[config.mk]
export PLATFORM = sky130hd
export DESIGN_NAME = matrix_alu_scheduler_flat
export DESIGN_NICKNAME = d
export VERILOG_FILES = /design/src/rtl/matrix_alu_scheduler_if.sv /design/src/rtl/matrix_alu_scheduler.sv /design/src/flat_wrapper.sv
export SDC_FILE = /design/constraint.sdc
export NUM_CORES = 1
export LEC_CHECK = 0
export ABC_AREA = 1
export CAP_MARGIN = 20
export CORE_MARGIN = 5
export CORE_UTILIZATION = 47
export CTS_CLUSTER_SIZE = 40
export DETAILED_ROUTE_END_ITERATION = 8
export PLACE_DENSITY = 0.8
export SYNTH_ARGS = -nofsm -noshare
export SYNTH_HDL_FRONTEND = slang
export SYNTH_SLANG_ARGS = --single-unit
[constraint.sdc]
create_clock -name clk -period 1.8 [get_ports clk]
set_clock_uncertainty 0.15 [all_clocks]
set_input_delay 0.36 -clock clk [delete_from_list [all_inputs] [get_ports clk]]
set_output_delay 0.36 -clock clk [all_outputs]
set_load 0.02 [all_outputs]
[src/rtl/matrix_alu_scheduler_if.sv]
// Command, response and ALU-control signals shared by the scheduler and its environment.
interface matrix_alu_scheduler_if #(
    parameter int CNT_W = 8
);
    logic             req0_valid;
    logic             req0_ready;
    logic [2:0]       req0_opcode;
    logic [15:0]      req0_scalar;
    logic             req1_valid;
    logic             req1_ready;
    logic [2:0]       req1_opcode;
    logic [15:0]      req1_scalar;
    logic             resp_valid;
    logic             resp_id;
    logic [1:0]       resp_status;
    logic             alu_start;
    logic [2:0]       alu_opcode;
    logic [15:0]      alu_scalar;
    logic             alu_done;
    logic             alu_error;
    logic             busy;
    logic             fault;
    logic [CNT_W-1:0] ok_count;

    modport master (
        output req0_valid, req0_opcode, req0_scalar,
        output req1_valid, req1_opcode, req1_scalar,
        output alu_done, alu_error,
        input  req0_ready, req1_ready, resp_valid, resp_id, resp_status,
        input  alu_start, alu_opcode, alu_scalar, busy, fault, ok_count
    );

    modport slave (
        input  req0_valid, req0_opcode, req0_scalar,
        input  req1_valid, req1_opcode, req1_scalar,
        input  alu_done, alu_error,
        output req0_ready, req1_ready, resp_valid, resp_id, resp_status,
        output alu_start, alu_opcode, alu_scalar, busy, fault, ok_count
    );
endinterface

[src/rtl/matrix_alu_scheduler.sv]
// Shares one matrix ALU between two requesters; response = ALU run cycles + 3 (illegal opcode: next cycle).
// Ready is offered only in IDLE to the arbitration winner; a hung ALU locks the block in FAULT until reset.
module matrix_alu_scheduler #(
    parameter int TIMEOUT_CYCLES = 4096,
    parameter int CNT_W          = 8
) (
    input logic                   clk,
    input logic                   rst_n,
    matrix_alu_scheduler_if.slave bus
);
    localparam int              WD_W    = $clog2(TIMEOUT_CYCLES);
    localparam logic [WD_W-1:0] WD_LAST = WD_W'(TIMEOUT_CYCLES - 1);

    typedef enum logic [2:0] {
        S_IDLE    = 3'd0,
        S_ISSUE   = 3'd1,
        S_RUN     = 3'd2,
        S_RELEASE = 3'd3,
        S_RESP    = 3'd4,
        S_FAULT   = 3'd5
    } state_t;

    state_t           r_state;
    state_t           w_next;
    logic             r_last_grant;
    logic             r_cmd_id;
    logic             r_alu_start;
    logic [2:0]       r_alu_opcode;
    logic [15:0]      r_alu_scalar;
    logic [1:0]       r_status;
    logic             r_resp_id;
    logic [1:0]       r_resp_status;
    logic [WD_W-1:0]  r_wdog;
    logic             r_fault;
    logic [CNT_W-1:0] r_ok_count;

    logic             w_grant;
    logic             w_accept;
    logic             w_illegal;
    logic             w_wdog_exp;
    logic [2:0]       w_opcode;
    logic [15:0]      w_scalar;

    // On a tie the requester that was not served last wins.
    always_comb begin
        w_grant = 1'b0;
        if (bus.req0_valid && bus.req1_valid) begin
            w_grant = ~r_last_grant;
        end else if (bus.req1_valid) begin
            w_grant = 1'b1;
        end
    end

    assign w_accept   = (r_state == S_IDLE) && (bus.req0_valid || bus.req1_valid);
    assign w_opcode   = w_grant ? bus.req1_opcode : bus.req0_opcode;
    assign w_scalar   = w_grant ? bus.req1_scalar : bus.req0_scalar;
    assign w_illegal  = (w_opcode > 3'd4);
    assign w_wdog_exp = (r_wdog == WD_LAST);

    always_ff @(posedge clk or negedge rst_n) begin
        if (!rst_n) begin
            r_state <= S_IDLE;
        end else begin
            r_state <= w_next;
        end
    end

    always_comb begin
        w_next = r_state;
        case (r_state)
            S_IDLE: begin
                if (w_accept) begin
                    w_next = w_illegal ? S_RESP : S_ISSUE;
                end
            end
            S_ISSUE:   w_next = S_RUN;
            S_RUN: begin
                if (bus.alu_error || bus.alu_done) begin
                    w_next = S_RELEASE;
                end else if (w_wdog_exp) begin
                    w_next = S_RESP;
                end
            end
            S_RELEASE: w_next = S_RESP;
            S_RESP:    w_next = (r_resp_status == 2'b10) ? S_FAULT : S_IDLE;
            S_FAULT:   w_next = S_FAULT;
            default:   w_next = S_IDLE;
        endcase
    end

    // Response id/status are loaded on entry to RESP and then held until the next response.
    always_ff @(posedge clk or negedge rst_n) begin
        if (!rst_n) begin
            r_last_grant  <= 1'b1;
            r_cmd_id      <= 1'b0;
            r_alu_start   <= 1'b0;
            r_alu_opcode  <= 3'd0;
            r_alu_scalar  <= 16'd0;
            r_status      <= 2'b00;
            r_resp_id     <= 1'b0;
            r_resp_status <= 2'b00;
            r_wdog        <= '0;
            r_fault       <= 1'b0;
            r_ok_count    <= '0;
        end else begin
            case (r_state)
                S_IDLE: begin
                    if (w_accept) begin
                        r_last_grant <= w_grant;
                        r_cmd_id     <= w_grant;
                        if (w_illegal) begin
                            r_resp_id     <= w_grant;
                            r_resp_status <= 2'b11;
                        end else begin
                            r_alu_start  <= 1'b1;
                            r_alu_opcode <= w_opcode;
                            r_alu_scalar <= w_scalar;
                        end
                    end
                end
                S_RUN: begin
                    r_wdog <= r_wdog + WD_W'(1);
                    if (bus.alu_error) begin
                        r_status    <= 2'b01;
                        r_alu_start <= 1'b0;
                    end else if (bus.alu_done) begin
                        r_status    <= 2'b00;
                        r_alu_start <= 1'b0;
                    end else if (w_wdog_exp) begin
                        r_resp_id     <= r_cmd_id;
                        r_resp_status <= 2'b10;
                        r_alu_start   <= 1'b0;
                    end
                end
                S_RELEASE: begin
                    r_resp_id     <= r_cmd_id;
                    r_resp_status <= r_status;
                end
                S_RESP: begin
                    r_wdog <= '0;
                    if (r_resp_status == 2'b00) begin
                        r_ok_count <= r_ok_count + CNT_W'(1);
                    end
                    if (r_resp_status == 2'b10) begin
                        r_fault <= 1'b1;
                    end
                end
                S_FAULT: begin
                    r_alu_start <= 1'b0;
                end
                default: begin
                    r_alu_start <= r_alu_start;
                end
            endcase
        end
    end

    assign bus.req0_ready  = (r_state == S_IDLE) && !w_grant;
    assign bus.req1_ready  = (r_state == S_IDLE) && w_grant;
    assign bus.resp_valid  = (r_state == S_RESP);
    assign bus.resp_id     = r_resp_id;
    assign bus.resp_status = r_resp_status;
    assign bus.alu_start   = r_alu_start;
    assign bus.alu_opcode  = r_alu_opcode;
    assign bus.alu_scalar  = r_alu_scalar;
    assign bus.busy        = (r_state != S_IDLE);
    assign bus.fault       = r_fault;
    assign bus.ok_count    = r_ok_count;
endmodule

[src/flat_wrapper.sv]
// flat-port wrapper written by rule: the top's interface ports become plain ports
module matrix_alu_scheduler_flat 
#(
    parameter int TIMEOUT_CYCLES = 4096,
    parameter int CNT_W          = 8
)
  (clk, rst_n, bus_req0_valid, bus_req0_opcode, bus_req0_scalar, bus_req1_valid, bus_req1_opcode, bus_req1_scalar, bus_alu_done, bus_alu_error, bus_req0_ready, bus_req1_ready, bus_resp_valid, bus_resp_id, bus_resp_status, bus_alu_start, bus_alu_opcode, bus_alu_scalar, bus_busy, bus_fault, bus_ok_count);
  matrix_alu_scheduler_if #(.CNT_W(CNT_W)) bus_i ();
  input logic clk;
  input logic rst_n;
  input wire logic [$bits(bus_i.req0_valid)-1:0] bus_req0_valid;
  input wire logic [$bits(bus_i.req0_opcode)-1:0] bus_req0_opcode;
  input wire logic [$bits(bus_i.req0_scalar)-1:0] bus_req0_scalar;
  input wire logic [$bits(bus_i.req1_valid)-1:0] bus_req1_valid;
  input wire logic [$bits(bus_i.req1_opcode)-1:0] bus_req1_opcode;
  input wire logic [$bits(bus_i.req1_scalar)-1:0] bus_req1_scalar;
  input wire logic [$bits(bus_i.alu_done)-1:0] bus_alu_done;
  input wire logic [$bits(bus_i.alu_error)-1:0] bus_alu_error;
  output wire logic [$bits(bus_i.req0_ready)-1:0] bus_req0_ready;
  output wire logic [$bits(bus_i.req1_ready)-1:0] bus_req1_ready;
  output wire logic [$bits(bus_i.resp_valid)-1:0] bus_resp_valid;
  output wire logic [$bits(bus_i.resp_id)-1:0] bus_resp_id;
  output wire logic [$bits(bus_i.resp_status)-1:0] bus_resp_status;
  output wire logic [$bits(bus_i.alu_start)-1:0] bus_alu_start;
  output wire logic [$bits(bus_i.alu_opcode)-1:0] bus_alu_opcode;
  output wire logic [$bits(bus_i.alu_scalar)-1:0] bus_alu_scalar;
  output wire logic [$bits(bus_i.busy)-1:0] bus_busy;
  output wire logic [$bits(bus_i.fault)-1:0] bus_fault;
  output wire logic [$bits(bus_i.ok_count)-1:0] bus_ok_count;
  assign bus_i.req0_valid = bus_req0_valid;
  assign bus_i.req0_opcode = bus_req0_opcode;
  assign bus_i.req0_scalar = bus_req0_scalar;
  assign bus_i.req1_valid = bus_req1_valid;
  assign bus_i.req1_opcode = bus_req1_opcode;
  assign bus_i.req1_scalar = bus_req1_scalar;
  assign bus_i.alu_done = bus_alu_done;
  assign bus_i.alu_error = bus_alu_error;
  assign bus_req0_ready = bus_i.req0_ready;
  assign bus_req1_ready = bus_i.req1_ready;
  assign bus_resp_valid = bus_i.resp_valid;
  assign bus_resp_id = bus_i.resp_id;
  assign bus_resp_status = bus_i.resp_status;
  assign bus_alu_start = bus_i.alu_start;
  assign bus_alu_opcode = bus_i.alu_opcode;
  assign bus_alu_scalar = bus_i.alu_scalar;
  assign bus_busy = bus_i.busy;
  assign bus_fault = bus_i.fault;
  assign bus_ok_count = bus_i.ok_count;
  matrix_alu_scheduler #(.TIMEOUT_CYCLES(TIMEOUT_CYCLES), .CNT_W(CNT_W)) u_core (.clk(clk), .rst_n(rst_n), .bus(bus_i));
endmodule
==> reports/qor.txt <==
Final WS setup - -16.4 ps
hpwl dp - 4760 um
CP top delay family - flip-flops
TNS Setup - -22.2 ps
Post-Syn Area - 0.00266 mm2
vias in the first global route - 2365
area delta synth->final - 46.6%
Core Area - 0.00551 mm2
Max Fclk - 551 MHz
Synth warnings - 0
number of flops mapped to enable cells by yosys - 0
# Max-Cap Violations - 0
failing checks - setup timing
hold crit path type - in -> async
DR top layer - met4
Bufs and invs on worst path - 2
post-layout min period - 1820 ps
Final ANT Viol Nets - 0
initial antenna violation count - 0
layout cells sized above 1 - 22.8%
Tot GR Track Use - 17.7%
Critical Path Sink Type - primary output
Reg2Reg Depth - 11
Reg clk slew, reported paths - 90 ps
# H-tree levels - 2
internal power - 3.05 mW
CTS tree - built
relative slew slack - 82.0%
period utilization - 101%
WL final - 6400 um
GPL Wtd Cong - 0.859
die width - 85.2 um
TritonCTS buffer count - 5
first-pass GRT wire length - 10300 um
DP Area - 0.00363 mm2
Arr. time, crit path - 1310 ps
wl on met1 - 2610 um
Slew @ Worst Pin - 269 ps
final number of setup-violating endpoints - 2
power per cell area - 1360 mW/mm2
Multi-input gate area - 0.00127 mm2
Synth Area per Inst - 8.74 um2
stages on the worst setup path - 5
row cnt - 27
Setup CP Type - reg -> out
CP cell instances - nand2_2, nand2_4, inv_2, nor2_1, buf_4
Initial Utilization - 48.2%
antenna cells - 0
DRC violations left - 0
WL met3 - 526 um
sequential-to-total area share from yosys stat - 47.2%
DR WL/cell - 13.2 um
pin count of the biggest net entering global routing - 29
final slew viol count - 0
DR vias/cell - 4.89
initial DRC count - 81
I/O Pins - 80
Yosys cell types - 33
Async SR Flop Fraction - 100%
Die Footprint - 0.00725 mm2
outcome - finished, violations left
port bufs - 79
Clock Tree Buf Depth - 2
Synth Register Bits - 50
clock power share - 12.7%
Pleak - 1.94 nW
share of power burned in combinational logic - 53.6%
vias - 2374
Synth Instances - 304
Syn Nets - 350
post-route cell area - 0.00389 mm2
Critical Path Max Stage Delay - 550 ps
post-layout util - 70.7%
Place WS - -454 ps
NetSw - 2.24 mW
CTS root buf - clkbuf_8
final hold viol count - 0
slowest CP cell - dfstp_2
Sw Ratio - 42.4%
drt pass-1 iters - 4
CP Launch Type - flip-flop
GR Overflow Total - 0
fill count - 455
crit-path max FO - 3
Die Ht - 85.2 um
ys flop type - dfrtp_1
RSZ-0062 raised after global routing - true
Reg power frac - 33.6%
Required @ worst endpoint - 1290 ps
Peak VDD IR - 0.670 mV
clock latency on the worst-skew pair - 310 ps
Register Area - 0.00125 mm2
worst hold slack - 248 ps
clk sinks - 50
nets@finish - 458
metal2 WL - 3180 um
-- per-stage QoR --
stage,power [mW],instances
floorplan,3.38,304
global placement,4.48,469
detailed placement,4.53,469
CTS,5.03,478
global route,5.69,485
finish,5.29,485
-- power groups by stage --
stage / combinational [mW] / clock (mW) / sequential [mW]
after floorplan: 1.27 / 0 / 2.11
after global placement: 2.70 / 0 / 1.78
after detailed placement: 2.76 / 0 / 1.78
after CTS: 2.57 / 0.693 / 1.76
after global routing: 3.12 / 0.740 / 1.83
final: 2.84 / 0.674 / 1.78
-- synthesized netlist by cell type, types with 3 or more instances --
cell	number	area (um2)
nand4_1	6	37.5
nand2_2	16	100
a21oi_1	8	40.0
nand2_1	71	267
nand2_4	3	33.8
buf_2	3	15.0
nand3_1	14	70.1
o21ai_2	11	96.3
xor2_1	6	52.6
nor2_1	20	75.1
dfrtp_1	49	1230
inv_1	32	120
mux2i_1	16	160
o21ai_0	25	125
-- state kept, by name, indices dropped and copies added (netlist names) --
register                cells
u_core.bus.alu_scalar      16
u_core.r_wdog              12
u_core.bus.ok_count         8
u_core.r_status             1
u_core.bus.resp_status      2
u_core.r_last_grant         1
u_core.r_cmd_id             1
u_core.bus.alu_opcode       3
u_core.r_state              3
u_core.bus.fault            1
u_core.bus.alu_start        1
u_core.bus.resp_id          1
-- per-layer routing --
metal | track usage [%] | up-vias
li1 | - | 1203
met1 | 20.9 | 1095
met2 | 29.9 | 70
met3 | 6.21 | 6
met4 | 5.90 | 0
met5 | 0 | -
-- worst reg2reg max path, cell delays in order, from the launching register on --
cell and delay (ps):
dfstp_2 550, nand2_2 90, nand2_4 100, buf_6 110
nand2_1 60, nand2_2 80, nand2_4 70, nand2_8 100
nand2_8 80, clkbuf_16 180, nand2_2 60, o21ai_2 40
-- cell usage in the layout, fill, tap and decap left out, types with 8 or more instances in the layout --
master           instances
buf_4                   23
o21ai_0                 18
nand2_1                 63
nand2_2                 20
mux2i_1                 16
clkdlybuf4s50_1         41
dfrtp_1                 49
o21ai_2                 12
a21oi_1                  8
nand3_1                 13
nor2_1                  15
dlygate4sd2_1           28
inv_1                   30
-- final cells by class --
| type | instances | share of cell area (%) |
|---|---|---|
| well taps | 72 | 2.31 |
| inverters | 34 | 3.37 |
| clock inverters | 1 | 0.128 |
| flip-flops and latches | 50 | 32.2 |
| clock buffers | 7 | 2.22 |
| multi-input cells | 212 | 32.7 |
| repair buffers | 109 | 27.1 |
-- repair_timing --
action	in CTS	in global routing
cloned	0	3
gates resized for setup	48	42
pin swaps	1	5
hold buffers	1	0
setup buffers	0	4
endpoints found under the setup margin	49	39
endpoints found under the hold margin	49	0
-- cell families (layout without fill, tap and decap cells) --
group | count (synthesis) | count (layout) | share of synthesized area [%]
adders and majority gates | 2 | 2 | 0.942
DFF | 50 | 50 | 47.2
buffers and inverters | 42 | 151 | 8.15
and+or+nand+nor | 136 | 136 | 23.6
muxes | 16 | 16 | 6.03
AOI/OAI and AO/OA | 51 | 51 | 11.8
xor gates and xnor gates | 7 | 7 | 2.31
-- worst paths after layout --
| path | startpoint | endpoint | slack [ps] |
|---|---|---|---|
| worst max-delay path | u_core.r_last_grant | bus_req0_ready | -20 |
| worst min-delay path | rst_n | u_core.r_wdog[8] | 250 |
| worst max register to register | u_core.r_last_grant | u_core.bus.alu_scalar[11] | 20 |
| worst min register to register | u_core.bus.fault | u_core.bus.fault | 320 |
| max in group asynchronous | rst_n | u_core.r_last_grant | 730 |
| min in group clk | u_core.bus.fault | u_core.bus.fault | 320 |
Power figures use the tool's default switching activity.
